<file path="config.mk">
export PLATFORM = sky130hd
export DESIGN_NAME = bin2bcd_seq
export DESIGN_NICKNAME = d
export VERILOG_FILES = /design/src/rtl/calc_pkg.sv /design/src/rtl/bcd_digit_adj.sv /design/src/rtl/bin2bcd_seq.sv
export SDC_FILE = /design/constraint.sdc
export NUM_CORES = 1
export LEC_CHECK = 0
export ABC_AREA = 1
export ABC_CLOCK_PERIOD_IN_PS = 3200
export CORE_UTILIZATION = 60
export CTS_CLUSTER_SIZE = 40
export DETAILED_ROUTE_END_ITERATION = 8
export PLACE_DENSITY_LB_ADDON = 0.3
export SYNTH_ARGS = -nofsm -noshare
export SYNTH_HDL_FRONTEND = slang
export SYNTH_SLANG_ARGS = --single-unit
</file>
<file path="constraint.sdc">
create_clock -name clk -period 3.2 [get_ports clk]
set_clock_uncertainty 0.05 [all_clocks]
set_input_delay 0.8 -clock clk [delete_from_list [all_inputs] [get_ports clk]]
set_output_delay 0.8 -clock clk [all_outputs]
set_load 0.05 [all_outputs]
</file>
<file path="src/rtl/calc_pkg.sv">
// Shared definitions for the calculator control units.
package calc_pkg;

    typedef enum logic [1:0] {
        IDLE  = 2'd0,
        ADD3  = 2'd1,
        SHIFT = 2'd2,
        DONE  = 2'd3
    } state_t;

    localparam logic [3:0] BCD_ADJ_THRESH = 4'd5;
    localparam logic [3:0] BCD_ADJ_ADD    = 4'd3;

endpackage

</file>
<file path="src/rtl/bcd_digit_adj.sv">
// One BCD digit correction cell: digits of 5 or more get +3 before the shift.
module bcd_digit_adj
    import calc_pkg::*;
(
    input  logic [3:0] din,
    output logic [3:0] dout
);

    // Add 3 when the digit would reach 10 or more after doubling; 4-bit wrap.
    always_comb begin
        dout = din;
        if (din >= BCD_ADJ_THRESH)
            dout = din + BCD_ADJ_ADD;
    end

endmodule

</file>
<file path="src/rtl/bin2bcd_seq.sv">
// Sequential double-dabble binary to packed BCD converter, one input bit
// per two clocks (adjust, then shift), with init/done handshake.
//
//  state | meaning
//  IDLE  | waiting for init; bcd/overflow hold the last result
//  ADD3  | adjust every scratch digit >= 5 by +3
//  SHIFT | shift {scratch, shreg} left one bit, count down
//  DONE  | result valid; leave once init is seen low
module bin2bcd_seq
    import calc_pkg::*;
#(
    parameter int WIDTH  = 16,
    parameter int DIGITS = 5
) (
    input  logic                  clk,
    input  logic                  rst,
    input  logic                  init,
    input  logic [WIDTH-1:0]      bin,
    output logic                  busy,
    output logic                  done,
    output logic [4*DIGITS-1:0]   bcd,
    output logic                  overflow
);

    localparam int CW = $clog2(WIDTH + 1);
    localparam int BW = 4 * DIGITS;
    localparam logic [CW-1:0] CNT_LOAD = CW'(WIDTH);
    localparam logic [CW-1:0] CNT_ONE  = CW'(1);

    state_t            state;
    logic [CW-1:0]     cnt;
    logic [WIDTH-1:0]  shreg;
    logic [BW-1:0]     scratch;
    logic [BW-1:0]     adj;
    logic              ovf_scr;

    genvar g;
    generate
        for (g = 0; g < DIGITS; g++) begin : g_adj
            bcd_digit_adj u_adj (
                .din  (scratch[4*g +: 4]),
                .dout (adj[4*g +: 4])
            );
        end
    endgenerate

    // Handshake status decoded straight from the state register.
    always_comb begin
        busy = (state == ADD3) || (state == SHIFT);
        done = (state == DONE);
    end

    // Conversion FSM, datapath registers and result registers.
    always_ff @(posedge clk or negedge rst) begin
        if (!rst) begin
            state    <= IDLE;
            cnt      <= '0;
            shreg    <= '0;
            scratch  <= '0;
            ovf_scr  <= 1'b0;
            bcd      <= '0;
            overflow <= 1'b0;
        end else begin
            case (state)
                IDLE: begin
                    if (init) begin
                        shreg   <= bin;
                        scratch <= '0;
                        ovf_scr <= 1'b0;
                        cnt     <= CNT_LOAD;
                        state   <= ADD3;
                    end
                end
                ADD3: begin
                    scratch <= adj;
                    state   <= SHIFT;
                end
                SHIFT: begin
                    {scratch, shreg} <= {scratch[BW-2:0], shreg, 1'b0};
                    ovf_scr          <= ovf_scr | scratch[BW-1];
                    if (cnt != '0)
                        cnt <= cnt - CNT_ONE;
                    // The last bit lands in the result registers on the same edge.
                    if (cnt <= CNT_ONE) begin
                        bcd      <= {scratch[BW-2:0], shreg[WIDTH-1]};
                        overflow <= ovf_scr | scratch[BW-1];
                        state    <= DONE;
                    end else begin
                        state <= ADD3;
                    end
                end
                DONE: begin
                    if (!init)
                        state <= IDLE;
                end
                default: state <= IDLE;
            endcase
        end
    end

endmodule
</file>
### Yosys cells after proc, flatten, opt, wreduce, memory -nomap -nowiden

Index checks and enable logic that the tools add are counted.

* bits in registers: 65
* output and inout bits: 23

* $add $sub $neg: 6
* magnitude comparators: 6
* equal/unequal tests: 11
* mux-type cells: 18
* bitwise operators: 1
* reduce and logical (&&, ||, !) cells: 14

Operator list (number)
* 20-bit one-hot mux with 3 select lines: 1
* 16-bit one-hot mux with 2 select lines: 1
* 4-bit by 2-bit adder with 4-bit output (second input constant): 5
* 4-bit by 3-bit >= comparator with 1-bit output (second input constant): 5
* 20-bit 2-to-1 mux: 1
* 4-bit 2-to-1 mux: 5
* 3-bit AND reduction: 6
* 16-bit 2-to-1 mux: 1
* 2-bit by 1-bit != test with 1-bit output (second input constant): 6
* 5-bit 2-to-1 mux: 2
* 5-bit one-hot mux with 2 select lines: 1
* 2-bit one-hot mux with 4 select lines: 1
* 2-bit 2-to-1 mux: 3
* 2-bit AND reduction: 3
* 5-bit by 1-bit <= comparator with 1-bit output (second input constant): 1
* 5-bit nonzero test: 1
* 5-bit by 1-bit subtractor with 5-bit output (second input constant): 1
* 2-bit == test (second input constant): 2
* 2-bit != test (second input constant): 2
* 3-bit nonzero test: 1
* 2-bit by 1-bit == test with 1-bit output (second input constant): 1
* 2-bit logical NOT: 1
* 1-bit one-hot mux with 2 select lines: 1
* 2-bit nonzero test: 1
* other kinds (3): 3

### Longest topological paths before layout

* depth in word-level cells: 3
* mapped depth: 10

### Modules after synthesis

From an unflattened synthesis, not the netlist that was laid out.

* cells, all modules: 470
* area, all modules: 3821.2 um2

Modules (own cells, without submodules)
* bin2bcd_seq: instances 1, cells each 355, area each 3145.5 um2, sequential area each 1626.6 um2
* bcd_digit_adj: instances 5, cells each 23, area each 135.1 um2, sequential area each 0.0 um2

### Worst setup path before layout

No wires, ideal clock.

* kind: register -> output
* from: register state[0]
* to: output port busy
* data arrival time: 1.015 ns
* required time: 2.350 ns
* path slack: 1.335 ns
* cell stages (with the launch flop): 3
* buffers on the path: 0
* path through: dfrtp_1 -> inv_1 -> ha_1

* word-level cells in the longest chain between the ends: 2

RTL lines
* from (decl): RTL line bin2bcd_seq.sv:30 `state_t state;`
* from (signal assigned): RTL line bin2bcd_seq.sv:56 `state <= IDLE;`
* from (signal assigned): RTL line bin2bcd_seq.sv:71 `state <= ADD3;`
* from (signal assigned): RTL line bin2bcd_seq.sv:76 `state <= SHIFT;`
* 2-bit by 1-bit == test with 1-bit output / 2-bit == test (equally long branches): RTL line bin2bcd_seq.sv:49 `busy = (state == ADD3) || (state == SHIFT);`
* 1-bit logical OR (*): RTL line bin2bcd_seq.sv:49
* to (decl): RTL line bin2bcd_seq.sv:19 `output logic busy,`

Every way passes the cells marked *; elsewhere a longest branch is shown, timed or not.

### Final worst setup path

Ends and elaborated chain as after synthesis.

==> qor.yml <==
critPathArrivalTime_ns: 1.95
slowest_stage: "clkdlybuf4s50_1"
min_path_type: "in -> async"
first_iter_violations: 229
finalWeightedCongestion: 0.834
area_delta_synth_final_pct: 17.8
fin_nets: 505
synth_cell_type_count: 23
fin_crit_sh_pct: 87.6
path_clk_slew_ns: 0.07
fp.dieH_um: 77.7
final_cell_mix: "161 x nand2_1, 65 x dfrtp_1, 48 x inv_1"
status: "complete, no violations"
drt-vias-per-instance: 5.30
critPathLaunchType: "flip-flop"
peakVddDrop_v: 0.000854
relSlewSlack_pct: 59.2
tns_ns: 0
portBuffers: 41
drive_gt1_share_pct: 8.47
startpoint: "state[0]$_DFFE_PN0P_"
worstSkewPairLatency_ns: 0.34
path_cells: "inv_1, ha_1, clkdlybuf4s50_1"
synth_top_family_by_area: "simple AND/OR/NAND/NOR gates"
track_usage_pct: 26.0
root_buffer: "clkbuf_8"
reg2reg_from: "state[0]$_DFFE_PN0P_"
drtPass1Iterations: 5
numCtsBuffers: 9
synth_fp_nets: 467
ys_warn_count: 0
synth_xor_area_share_pct: 0.255
pin_count: 42
p_per_area_nw_per_um2: 962
postCtsSetupBuffers: 0
die_x_um: 77.7
power.total_mw: 3.89
path_class: "reg -> out"
synthAdderAreaFrac_pct: 6.19
routed_wl_um: 6900
nFillCells: 409
hold_viol_final: 0
end_kind: "primary output"
hpwl_um: 4760
fmax_mhz: 357
synth_top_area_share_pct: 47.4
grt_pass1_vias: 2847
cpLargestDelayFamily: "buffers and inverters"
synthMuxAreaShare_pct: 0
grt_pass1_wl_um: 12300
synth_cells: 431
wl_per_cell_um: 12.7
start_util_pct: 62.4
synth_compound_area_share_pct: 14.2
final_cell_count_no_fill: 544
setup_violations: 0
drtAntennaViolNets: 0
max_stage_delay_ns: 0.80
grt-ovfl-total: 0
grt_start_max_net_pins: 40
ys_top_cells_by_area: "dfrtp_1 47%, nand2_1 18%, ha_1 6.2%"
critPathRequiredTime_ns: 2.35
maxCapViolations: 0
post-place-cells: 530
drc: 0
p_leak_nw: 2.02
h-tree-depth: 3
ys_ff_latch: 65
synth_area_sq_um: 3430
design.die.area_sq_um: 6030
timing.final.crit_period_ns: 2.80
avgSynthCellArea_sq_um: 7.97
tightest_slew_ns: 0.608
cts_resized: 0
cts_tree: "done"
worstRegToRegCells: 6
rsz0062_at_grt: "false"
cts_sinks: 65
final_common_cell: "nand2_1"
clock_path_buffers: 2
postCtsHoldBufs: 0
core_sq_um: 5510
diodes: 0
rows: 27
critPathBufInv: 2
synth-simple-area-share_pct: 23.2
placed_area_sq_um: 3860
antenna_found_initial: 0
finalMaxSlewViolations: 0
final_area_sq_um: 4050
synth_largest_area_cell: "dfrtp_1"
cp_max_fo: 4
num_vias: 2883
yosysSeqAreaShare_pct: 47.4
cp.depth: 3
==> report_power, final <==
part / switching (mW) / internal [mW] / leakage, nW / total, mW
Sequential: 0.170 / 1.10 / 0.859 / 1.27
Clock: 0.299 / 0.371 / 0.0913 / 0.670
Combinational: 1.32 / 0.633 / 1.07 / 1.96
==> sequential cells by signal (all words and copies together) (netlist names) <==
| name | cells |
|---|---|
| cnt | 5 |
| ovf_scr | 1 |
| bcd | 20 |
| shreg | 16 |
| state | 2 |
| overflow | 1 |
| scratch | 20 |
==> worst reg2reg max path, stage by stage, from the launching register on <==
cell and delay, ns:
dfrtp_1 0.42, inv_1 0.13, ha_1 0.50, clkinv_1 0.66
o22ai_1 0.36, nand2_1 0.10, nand2_1 0.06
==> area by class of cell <==
cell class / count / area [sq um] / share of cell area (%)
well taps: 72 / 90.1 / 2.23
inverters: 51 / 191 / 4.73
flip-flops and latches: 65 / 1630 / 40.2
clock buffers: 11 / 141 / 3.49
clock inverters: 3 / 42.5 / 1.05
multi-input cells: 295 / 1500 / 37.2
repair buffers: 47 / 450 / 11.1
==> path summary, 6_finish.rpt <==
kind | endpoint | slack, ns
worst max-delay path | busy | 0.40
worst min-delay path | shreg[11]$_DFFE_PN0P_ | 0.38
worst max register to register | scratch[10]$_DFFE_PN0P_ | 0.87
worst min register to register | bcd[19]$_DFFE_PN0P_ | 0.43
max in group asynchronous | scratch[4]$_DFFE_PN0P_ | 2.02
min in group clk | bcd[19]$_DFFE_PN0P_ | 0.43
==> stage by stage <==
stage / util, % / setup slack, ns / hold WS, ns
4_1_cts: 73.5 / 0.383 / 0.386
3_3_place_gp: 70.1 / 0.799 / 0.412
2_1_floorplan: - / 1.33 / 0.399
5_1_grt: 73.5 / 0.345 / 0.413
6_report: 73.5 / 0.396 / 0.376
3_5_place_dp: 70.1 / 0.767 / 0.416
==> metal layers <==
metal | vias up | track usage [%] | wire length (um)
met2 | 71 | 40.7 | 3230
met1 | 1344 | 34.4 | 3180
li1 | 1448 | - | -
met5 | - | 0 | 0
met4 | 0 | 14.7 | 165
met3 | 20 | 4.00 | 310
==> cell usage after synthesis, drive strengths merged <==
cell,number
buf,15
clkbuf,5
clkinv,1
dfrtp,65
ha,17
inv,50
nand2,163
nand3,18
nand4,1
nor2,16
nor3,1
o211ai,15
o21ai,47
o21bai,1
o22ai,15
xor2,1
==> kinds of logic (layout without fill, tap and decap cells) <==
logic type | after synthesis | after routing
and+or+nand+nor | 199 | 199
AOI/OAI and AO/OA | 78 | 78
buffers and inverters | 71 | 112
DFF | 65 | 65
adders and majority gates | 17 | 17
xor gates and xnor gates | 1 | 1
(Power assumes the default switching activity.)
